[src/rtl/uart_cmd_bridge.sv]
// uart_cmd_bridge: assembles UART host bytes into SDRAM read/write
// commands and answers with 'K', read data bytes, or '?'.
//
// Ports:
//   i_clk, i_rst_n             clock, synchronous active-low reset
//   i_rx_rdy, i_rx_data        RX FIFO non-empty flag and head byte
//   o_rx_req                   one-cycle RX FIFO pop
//   i_tx_rdy                   TX FIFO not full
//   o_tx_data, o_tx_req        TX byte and one-cycle TX FIFO push
//   o_mem_req, i_mem_ready     memory request valid/ready handshake
//   o_mem_we, o_mem_addr       request direction and address
//   o_mem_wdata                request write data
//   i_mem_rvalid, i_mem_rdata  read data strobe and value
module uart_cmd_bridge #(
    parameter int AddrWidth     = 24,
    parameter int DataWidth     = 16,
    parameter int TimeoutCycles = 5_000_000
) (
    input  logic                 i_clk,
    input  logic                 i_rst_n,
    input  logic                 i_rx_rdy,
    input  logic [7:0]           i_rx_data,
    output logic                 o_rx_req,
    input  logic                 i_tx_rdy,
    output logic [7:0]           o_tx_data,
    output logic                 o_tx_req,
    output logic                 o_mem_req,
    input  logic                 i_mem_ready,
    output logic                 o_mem_we,
    output logic [AddrWidth-1:0] o_mem_addr,
    output logic [DataWidth-1:0] o_mem_wdata,
    input  logic                 i_mem_rvalid,
    input  logic [DataWidth-1:0] i_mem_rdata
);

    localparam int AB = (AddrWidth + 7) / 8;
    localparam int DB = (DataWidth + 7) / 8;
    localparam int SW = DB * 8;

    localparam logic [7:0]    CMD_W    = 8'h57;
    localparam logic [7:0]    CMD_R    = 8'h52;
    localparam logic [SW-1:0] SH_ACK   = SW'(8'h4B) << (SW - 8);
    localparam logic [SW-1:0] SH_NAK   = SW'(8'h3F) << (SW - 8);
    localparam logic [7:0]    ADDR_END = 8'(AB - 1);
    localparam logic [7:0]    DATA_END = 8'(DB - 1);
    localparam logic [7:0]    SEND_CNT = 8'(DB);
    localparam logic [31:0]   TMO_LAST = 32'(TimeoutCycles - 1);

    typedef enum logic [2:0] {
        S_IDLE,
        S_GET_ADDR,
        S_GET_DATA,
        S_MEM_REQ,
        S_MEM_WAIT,
        S_SEND
    } state_e;

    state_e               state_q;
    logic                 rx_hold_q;
    logic                 tx_hold_q;
    logic [7:0]           cnt_q;
    logic [31:0]          tmo_q;
    logic                 we_q;
    logic                 mem_req_q;
    logic [AddrWidth-1:0] addr_q;
    logic [DataWidth-1:0] wdata_q;
    logic [SW-1:0]        sh_q;

    logic                 rcv;
    logic                 getting;
    logic                 tmo_hit;
    logic [AddrWidth-1:0] addr_d;
    logic [DataWidth-1:0] wdata_d;

    assign getting = (state_q == S_GET_ADDR) || (state_q == S_GET_DATA);
    assign rcv     = (state_q == S_IDLE) || getting;

    // The FIFO flag lags a pop by one cycle, so a pop is never
    // issued in the cycle right after another one.  rx_hold_q is also
    // set by reset so no pop appears in the first cycle out of reset.
    assign o_rx_req = rcv && i_rx_rdy && !rx_hold_q;
    assign o_tx_req = (state_q == S_SEND) && i_tx_rdy && !tx_hold_q;

    assign tmo_hit = getting && !o_rx_req && (tmo_q == TMO_LAST);

    // Shift in one byte MSB first; the cast drops bits above the width.
    assign addr_d  = AddrWidth'({addr_q, i_rx_data});
    assign wdata_d = DataWidth'({wdata_q, i_rx_data});

    assign o_tx_data   = sh_q[SW-1 -: 8];
    assign o_mem_req   = mem_req_q;
    assign o_mem_we    = we_q;
    assign o_mem_addr  = addr_q;
    assign o_mem_wdata = wdata_q;

    always_ff @(posedge i_clk) begin
        if (!i_rst_n) begin
            state_q   <= S_IDLE;
            rx_hold_q <= 1'b1;
            tx_hold_q <= 1'b0;
            cnt_q     <= '0;
            tmo_q     <= '0;
            we_q      <= 1'b0;
            mem_req_q <= 1'b0;
            addr_q    <= '0;
            wdata_q   <= '0;
            sh_q      <= '0;
        end else begin
            rx_hold_q <= o_rx_req;
            tx_hold_q <= o_tx_req;
            case (state_q)
                S_IDLE: begin
                    tmo_q <= '0;
                    if (o_rx_req) begin
                        if (i_rx_data == CMD_W || i_rx_data == CMD_R) begin
                            we_q    <= (i_rx_data == CMD_W);
                            cnt_q   <= '0;
                            state_q <= S_GET_ADDR;
                        end else begin
                            sh_q    <= SH_NAK;
                            cnt_q   <= 8'd1;
                            state_q <= S_SEND;
                        end
                    end
                end
                S_GET_ADDR: begin
                    if (o_rx_req) begin
                        tmo_q  <= '0;
                        addr_q <= addr_d;
                        if (cnt_q == ADDR_END) begin
                            cnt_q <= '0;
                            if (we_q) begin
                                state_q <= S_GET_DATA;
                            end else begin
                                mem_req_q <= 1'b1;
                                state_q   <= S_MEM_REQ;
                            end
                        end else begin
                            cnt_q <= cnt_q + 8'd1;
                        end
                    end else if (tmo_hit) begin
                        tmo_q   <= '0;
                        sh_q    <= SH_NAK;
                        cnt_q   <= 8'd1;
                        state_q <= S_SEND;
                    end else begin
                        tmo_q <= tmo_q + 32'd1;
                    end
                end
                S_GET_DATA: begin
                    if (o_rx_req) begin
                        tmo_q   <= '0;
                        wdata_q <= wdata_d;
                        if (cnt_q == DATA_END) begin
                            cnt_q     <= '0;
                            mem_req_q <= 1'b1;
                            state_q   <= S_MEM_REQ;
                        end else begin
                            cnt_q <= cnt_q + 8'd1;
                        end
                    end else if (tmo_hit) begin
                        tmo_q   <= '0;
                        sh_q    <= SH_NAK;
                        cnt_q   <= 8'd1;
                        state_q <= S_SEND;
                    end else begin
                        tmo_q <= tmo_q + 32'd1;
                    end
                end
                S_MEM_REQ: begin
                    if (mem_req_q && i_mem_ready) begin
                        mem_req_q <= 1'b0;
                        if (we_q) begin
                            sh_q    <= SH_ACK;
                            cnt_q   <= 8'd1;
                            state_q <= S_SEND;
                        end else begin
                            state_q <= S_MEM_WAIT;
                        end
                    end
                end
                S_MEM_WAIT: begin
                    if (i_mem_rvalid) begin
                        sh_q    <= SW'(i_mem_rdata);
                        cnt_q   <= SEND_CNT;
                        state_q <= S_SEND;
                    end
                end
                S_SEND: begin
                    if (o_tx_req) begin
                        sh_q  <= sh_q << 8;
                        cnt_q <= cnt_q - 8'd1;
                        if (cnt_q == 8'd1) begin
                            state_q <= S_IDLE;
                        end
                    end
                end
                default: begin
                    state_q <= S_IDLE;
                end
            endcase
        end
    end

endmodule

[config.mk]
export PLATFORM = sky130hd
export DESIGN_NAME = uart_cmd_bridge
export DESIGN_NICKNAME = d
export VERILOG_FILES = /design/src/rtl/uart_cmd_bridge.sv
export SDC_FILE = /design/constraint.sdc
export NUM_CORES = 1
export LEC_CHECK = 0
export BUFFER_PORTS_ARGS = -buffer_cell sky130_fd_sc_hd__buf_2
export CAP_MARGIN = 10
export CORE_ASPECT_RATIO = 1.1
export CORE_MARGIN = 5
export CORE_UTILIZATION = 35
export DETAILED_ROUTE_END_ITERATION = 12
export PLACE_DENSITY_LB_ADDON = 0.12
export SYNTH_ARGS = -nofsm -noshare
export SYNTH_HDL_FRONTEND = slang
export SYNTH_SLANG_ARGS = --single-unit
export TNS_END_PERCENT = 100
[constraint.sdc]
create_clock -name i_clk -period 5.85 [get_ports i_clk]
set_input_delay 1.4625 -clock i_clk [delete_from_list [all_inputs] [get_ports i_clk]]
set_output_delay 1.4625 -clock i_clk [all_outputs]
set_load 0.05 [all_outputs]
==> out/qor.txt, run 1 <==
post-DP HPWL = 9.337 mm
syn avg cell area = 8.294 um^2
vias after detailed routing = 4487
CP Data Required Time = 4.39 ns
largest net degree at the start of global routing = 51
Reg power frac = 0.381
DR vias/cell = 5.205
Clk Latency, worst-skew pair = 0.35 ns
Switching Power = 0.0008074 W
postcts setup bufs = 0
largest cells by area after synthesis = dfxtp_1 (40%), nand2_1 (8.4%), a21boi_0 (6.3%), nand3_1 (3.6%), nor2_1 (3.2%)
clock skew = 0.009838 ns
first-pass GRT wire length = 21.20 mm
syn nets = 649
Max Fclk = 0.2501 GHz
dpl cell area = 5545 um^2
Worst-Margin Slew = 1.103 ns
critical path arrival = 2.54 ns
fin area = 5858 um^2
GRT Overall Usage = 0.1513
Setup Crit Path Kind = register to output pin
vias in the first global route = 4198
Starting Density = 0.3553
DR WL/cell = 15.13 um
status = finished clean
CTS clk-pin slew, worst paths = 0.07 ns
First DRT Iteration DRCs = 278
EDFF count, synth = 0
Final #Nets = 701
Max VDD drop = 0.0001481 V
CP Max Fanout = 14
# hold bufs at CTS = 0
largest area contributor in the netlist = dfxtp_1
# diodes = 0
Synth top area share = 0.4049
post-synthesis sequential area ratio = 0.4049
Slew Limit Fails = 0
Final Hold Fails = 0
Switching Fraction = 0.3751
initial antenna violation count = 0
htree depth = 3
Syn Std Cell Area = 5092 um^2
Synth Instances = 614
die area = 17070 um^2
DRC viols = 0
slew margin rel. = 0.2628
ys async rst share = 0
TritonCTS buffer count = 9
final setup fails = 0
Ys Warns = 0
Yosys cell types = 65
Fill cells = 1515
clock sinks = 103
post-CTS sizing = 0
fin crit share = 0.6836
area of the core = 14330 um^2
global route total overflow = 0
die height = 136.5 um
Final ANT Viol Nets = 0
Synth Flop Type = dfxtp_1
Internal Power = 0.001345 W
min Tclk post-route = 3.999 ns
routability cong. = 0.8734
#FFs+latches synth = 103
crit end category = output pin
Area Overhead vs Synth = 15.04%
top-count cell post-synth = nand2_1
class of the worst hold path = register to register
combinational share of power = 0.321
port buffer count = 81
clock power share = 0.298
Setup TNS = 0 ns
Routed WL = 13.04 mm
Die Width = 125.0 um
drt first pass iters = 5
Post-synth top cells = nand2_1 (114), dfxtp_1 (103), nor2_1 (44)
RSZ-0062 raised after global routing = false
Static Leakage = 2.130 nW
Pwr per Cell Area = 367.4 nW/um^2
Critical Path Start Type = register
CTS max path bufs = 2
CTS tree = done
Ports = 82
root buffer cell = clkbuf_16
# rows = 46
layout cell share with drive strength beyond 1 = 0.1836
reported max-cap violation count = 0
## flip-flops by register name, indices dropped and copies added (netlist names)
register / cells
o_mem_req: 1
state_q: 3
tx_hold_q: 1
tmo_q: 32
rx_hold_q: 1
o_mem_wdata: 16
o_mem_we: 1
o_mem_addr: 24
cnt_q: 8
sh_q: 16
## final timing paths
kind | startpoint | to | slack (ns) | depth (start not counted)
max reg2reg | state_q[2] | cnt_q[4] | 2.85 | 6
max | state_q[2] | o_tx_req | 1.85 | 4
min reg2reg | o_mem_wdata[15] | o_mem_wdata[15] | 0.46 | 2
min | o_mem_wdata[15] | o_mem_wdata[15] | 0.46 | 2
## power groups by stage
stage          combinational, W  clock, W  sequential, W
6_report               0.000692  0.000641       0.000819
5_1_grt                0.000753  0.000691       0.000826
4_1_cts                0.000694  0.000664       0.000818
3_5_place_dp           0.000691         0       0.000834
3_3_place_gp           0.000686         0       0.000834
2_1_floorplan          0.000580         0       0.000817
## metal layers
metal | wire (um) | share of wire | vias to the layer above | GRT usage
met5 | 0 | 0 | - | 0
met4 | 395 | 0.030 | 0 | 0.07831
met3 | 544 | 0.042 | 21 | 0.02654
met2 | 6073 | 0.47 | 108 | 0.2478
met1 | 6028 | 0.46 | 2107 | 0.1924
li1 | - | - | 2251 | -
## critical path, stage by stage (launching register included)
cell and delay, ns:
dfxtp_1 0.65, nor2b_1 0.59, nand2_1 0.36, nor3b_1 0.28
buf_2 0.30
## cells in the final DEF (no fill, tap or decap), types with 5 or more instances in the layout
cell type,n
xor2_1,18
a31o_2,6
nand3_1,37
buf_2,81
nor3_1,5
mux2i_1,7
dfxtp_1,103
ha_1,5
nand2b_1,6
and2_1,6
o21ai_0,33
inv_1,10
nand2_1,114
and3_1,5
nand4_1,14
nor4_1,8
nor2_1,44
clkbuf_16,9
xnor2_1,13
a21boi_0,43
a21oi_1,13
## area by class of cell
type	instances	area [um^2]	area share
Inverter	10	37.54	0.006408
Clock buffer	10	229.0	0.03909
Sequential cell	103	2062	0.3520
Tap cell	192	240.2	0.04101
Timing Repair Buffer	83	420.4	0.07176
Multi-Input combinational cell	459	2785	0.4754
Clock inverter	5	83.83	0.01431
## through the flow
step	setup WS (ns)	utilization	instances	hold slack (ns)	total power (W)
4_1_cts	1.864	0.4088	862	0.4641	0.002175
5_1_grt	1.746	0.4088	862	0.4890	0.002271
2_1_floorplan	1.747	-	614	0.4381	0.001396
3_5_place_dp	1.846	0.3869	847	0.4545	0.001526
6_report	1.851	0.4088	862	0.4611	0.002152
3_3_place_gp	1.900	0.3869	847	0.4465	0.001520
## cell families (layout without fill, tap and decap cells)
logic type	count (synthesis)	after routing	synth area share
adder cells (fa/ha/maj)	5	5	0.01229
AO/OA/AOI/OAI	137	137	0.1867
AND/OR/NAND/NOR	275	275	0.2685
flip-flops	103	103	0.4049
XOR/XNOR	31	31	0.05332
multiplexers	11	11	0.02260
buffers and inverters	52	108	0.05160
No activity file was read; power rests on OpenSTA's default activity.
==> run 2, diff against run 1 <==
==> constraint.sdc (replaced) <==
create_clock -name i_clk -period 3.8 [get_ports i_clk]
set_input_delay 0.95 -clock i_clk [delete_from_list [all_inputs] [get_ports i_clk]]
set_output_delay 0.95 -clock i_clk [all_outputs]
set_load 0.05 [all_outputs]
==> run 2 against run 1 <==
Net effect:
- clock power grew 43%
- clock skew shrank 0.0016 ns
- first-iteration DRC count fell by 10%
- highest routed layer unchanged
- design area is 0.73% higher
- clock-buffer cell count grew 3
- utilization is 0.30 points higher
- total power grew 51%
- critical endpoint unchanged
- wire length is essentially flat
- non-clock buffer count is 8 higher
- sequential share of layout area shrank 0.25 points
==> out/qor.txt, run 2 (synthesized netlist as in run 1, its figures left out) <==
status = finished clean
# hold bufs at CTS = 0
htree depth = 3
reported max-cap violation count = 0
vias after detailed routing = 4479
met1 wire length = 6.003 mm
post-CTS sizing = 0
RSZ-0062 raised after global routing = false
GRT Overall Usage = 0.1541
First DRT Iteration DRCs = 250
critical path arrival = 2.39 ns
DR WL/cell = 14.97 um
Worst-Margin Slew = 1.071 ns
r2r startpoint = state_q[0]
post-place setup slack = 0.7738 ns
commonest non-fill, non-tap cell in the layout = nand2_1
vias in the first global route = 4262
Switching Fraction = 0.3818
Final ANT Viol Nets = 0
FF-to-FF path depth = 7
# rows = 46
Reg power frac = 0.380
Top reg by flops = tmo_q
TritonCTS buffer count = 9
Max VDD drop = 0.0002502 V
Starting Density = 0.3553
clock power share = 0.281
combinational share of power = 0.339
Fill cells = 1488
postcts setup bufs = 0
class of the worst hold path = register to register
routability cong. = 0.9207
global route total overflow = 0
max reg flops = 32
Clk Latency, worst-skew pair = 0.35 ns
DRC viols = 0
CP Max Fanout = 17
R2R Path End = cnt_q[0]
post-DP HPWL = 9.405 mm
Slew Limit Fails = 0
first-pass GRT wire length = 21.65 mm
final setup fails = 0
CTS max path bufs = 2
CTS clk-pin slew, worst paths = 0.07 ns
highest metal used = met4
die height = 136.5 um
drt first pass iters = 4
initial antenna violation count = 0
area of the core = 14330 um^2
layout cell share with drive strength beyond 1 = 0.1944
Setup Crit Path Kind = register to output pin
Static Leakage = 2.167 nW
final worst slack = 0.4615 ns
met3 wire len = 635 um
Switching Power = 0.001241 W
Endpoint, Worst Hold = o_mem_wdata[14]
CTS tree = done
crit end category = output pin
min Tclk post-route = 3.338 ns
largest net degree at the start of global routing = 34
Max Fclk = 0.2995 GHz
clock skew = 0.008267 ns
Pwr per Cell Area = 551.0 nW/um^2
Internal Power = 0.002010 W
Largest stage delay, worst path = 0.53 ns
reg2reg setup slack = 1.08 ns
slew margin rel. = 0.2846
DR vias/cell = 5.142
Slowest-stage cell, CP = nor2b_1
Final Hold Fails = 0
root buffer cell = clkbuf_16
hold path depth = 2
die area = 17070 um^2
Area Overhead vs Synth = 15.87%
Routed WL = 13.04 mm
# diodes = 0
Detail Route met2 WL = 6.213 mm
Die Width = 125.0 um
fin crit share = 0.8785
Setup TNS = 0 ns
Critical Path Start Type = register
most frequent cells in the layout = nand2_1 (114), dfxtp_1 (103), buf_2 (81)
hold_sp = o_mem_wdata[14]
port buffer count = 81
CP Data Required Time = 2.85 ns
crit path cell chain = buf_4, nor2b_1, nand2_1, nor3b_1, buf_2
Final #Nets = 709
clock sinks = 103
Ports = 82
-- run 2: critical path, delay by kind of cell, from the launching register on --
family	cells	cell delay [ns]
flip-flops	1	0.30
buffers and inverters	2	0.51
AND/OR/NAND/NOR	3	1.22
-- run 2: power groups by stage --
stage               clock [W]  sequential [W]  combinational, W
detailed placement          0         0.00126           0.00109
CTS                  0.000953         0.00124           0.00110
global route         0.000995         0.00125           0.00121
finish               0.000914         0.00124           0.00110
global placement            0         0.00126           0.00109
floorplan                   0         0.00126          0.000892
-- run 2: routing by layer --
layer	up-vias	global-route usage
met5	-	0
met4	0	0.05783
met3	13	0.03201
met2	101	0.2567
met1	2098	0.1981
li1	2267	-
-- run 2: layout make-up --
class,instances,area [um^2],area share
multi-input combinational,459,2785,0.4720
timing repair buffer,91,480.5,0.08142
clock inverter,3,25.02,0.004241
tap,192,240.2,0.04071
sequential,103,2062,0.3494
inverter,10,37.54,0.006361
clock buffer,13,270.3,0.04580
-- run 2: worst max-delay path by stage --
stage / startpoint / end / slack (ns)
2_1_floorplan: i_tx_rdy / o_tx_req / 0.72
3_3_place_gp: i_rx_rdy / sh_q[13] / 0.89
3_5_place_dp: i_rx_rdy / sh_q[10] / 0.77
4_1_cts: state_q[1] / o_tx_req / 0.47
5_1_grt: state_q[1] / o_tx_req / 0.35
6_report: state_q[1] / o_tx_req / 0.46
-- run 2: through the flow --
step | hold slack, ns | cell area, um^2 | util | std cells | total power, W
after floorplan | 0.4381 | 5092 | - | 614 | 0.002150
after global placement | 0.4457 | 5605 | 0.3911 | 855 | 0.002343
after detailed placement | 0.4556 | 5605 | 0.3911 | 855 | 0.002354
after CTS | 0.4651 | 5901 | 0.4117 | 871 | 0.003290
after global routing | 0.4730 | 5901 | 0.4117 | 871 | 0.003450
final | 0.4576 | 5901 | 0.4117 | 871 | 0.003251
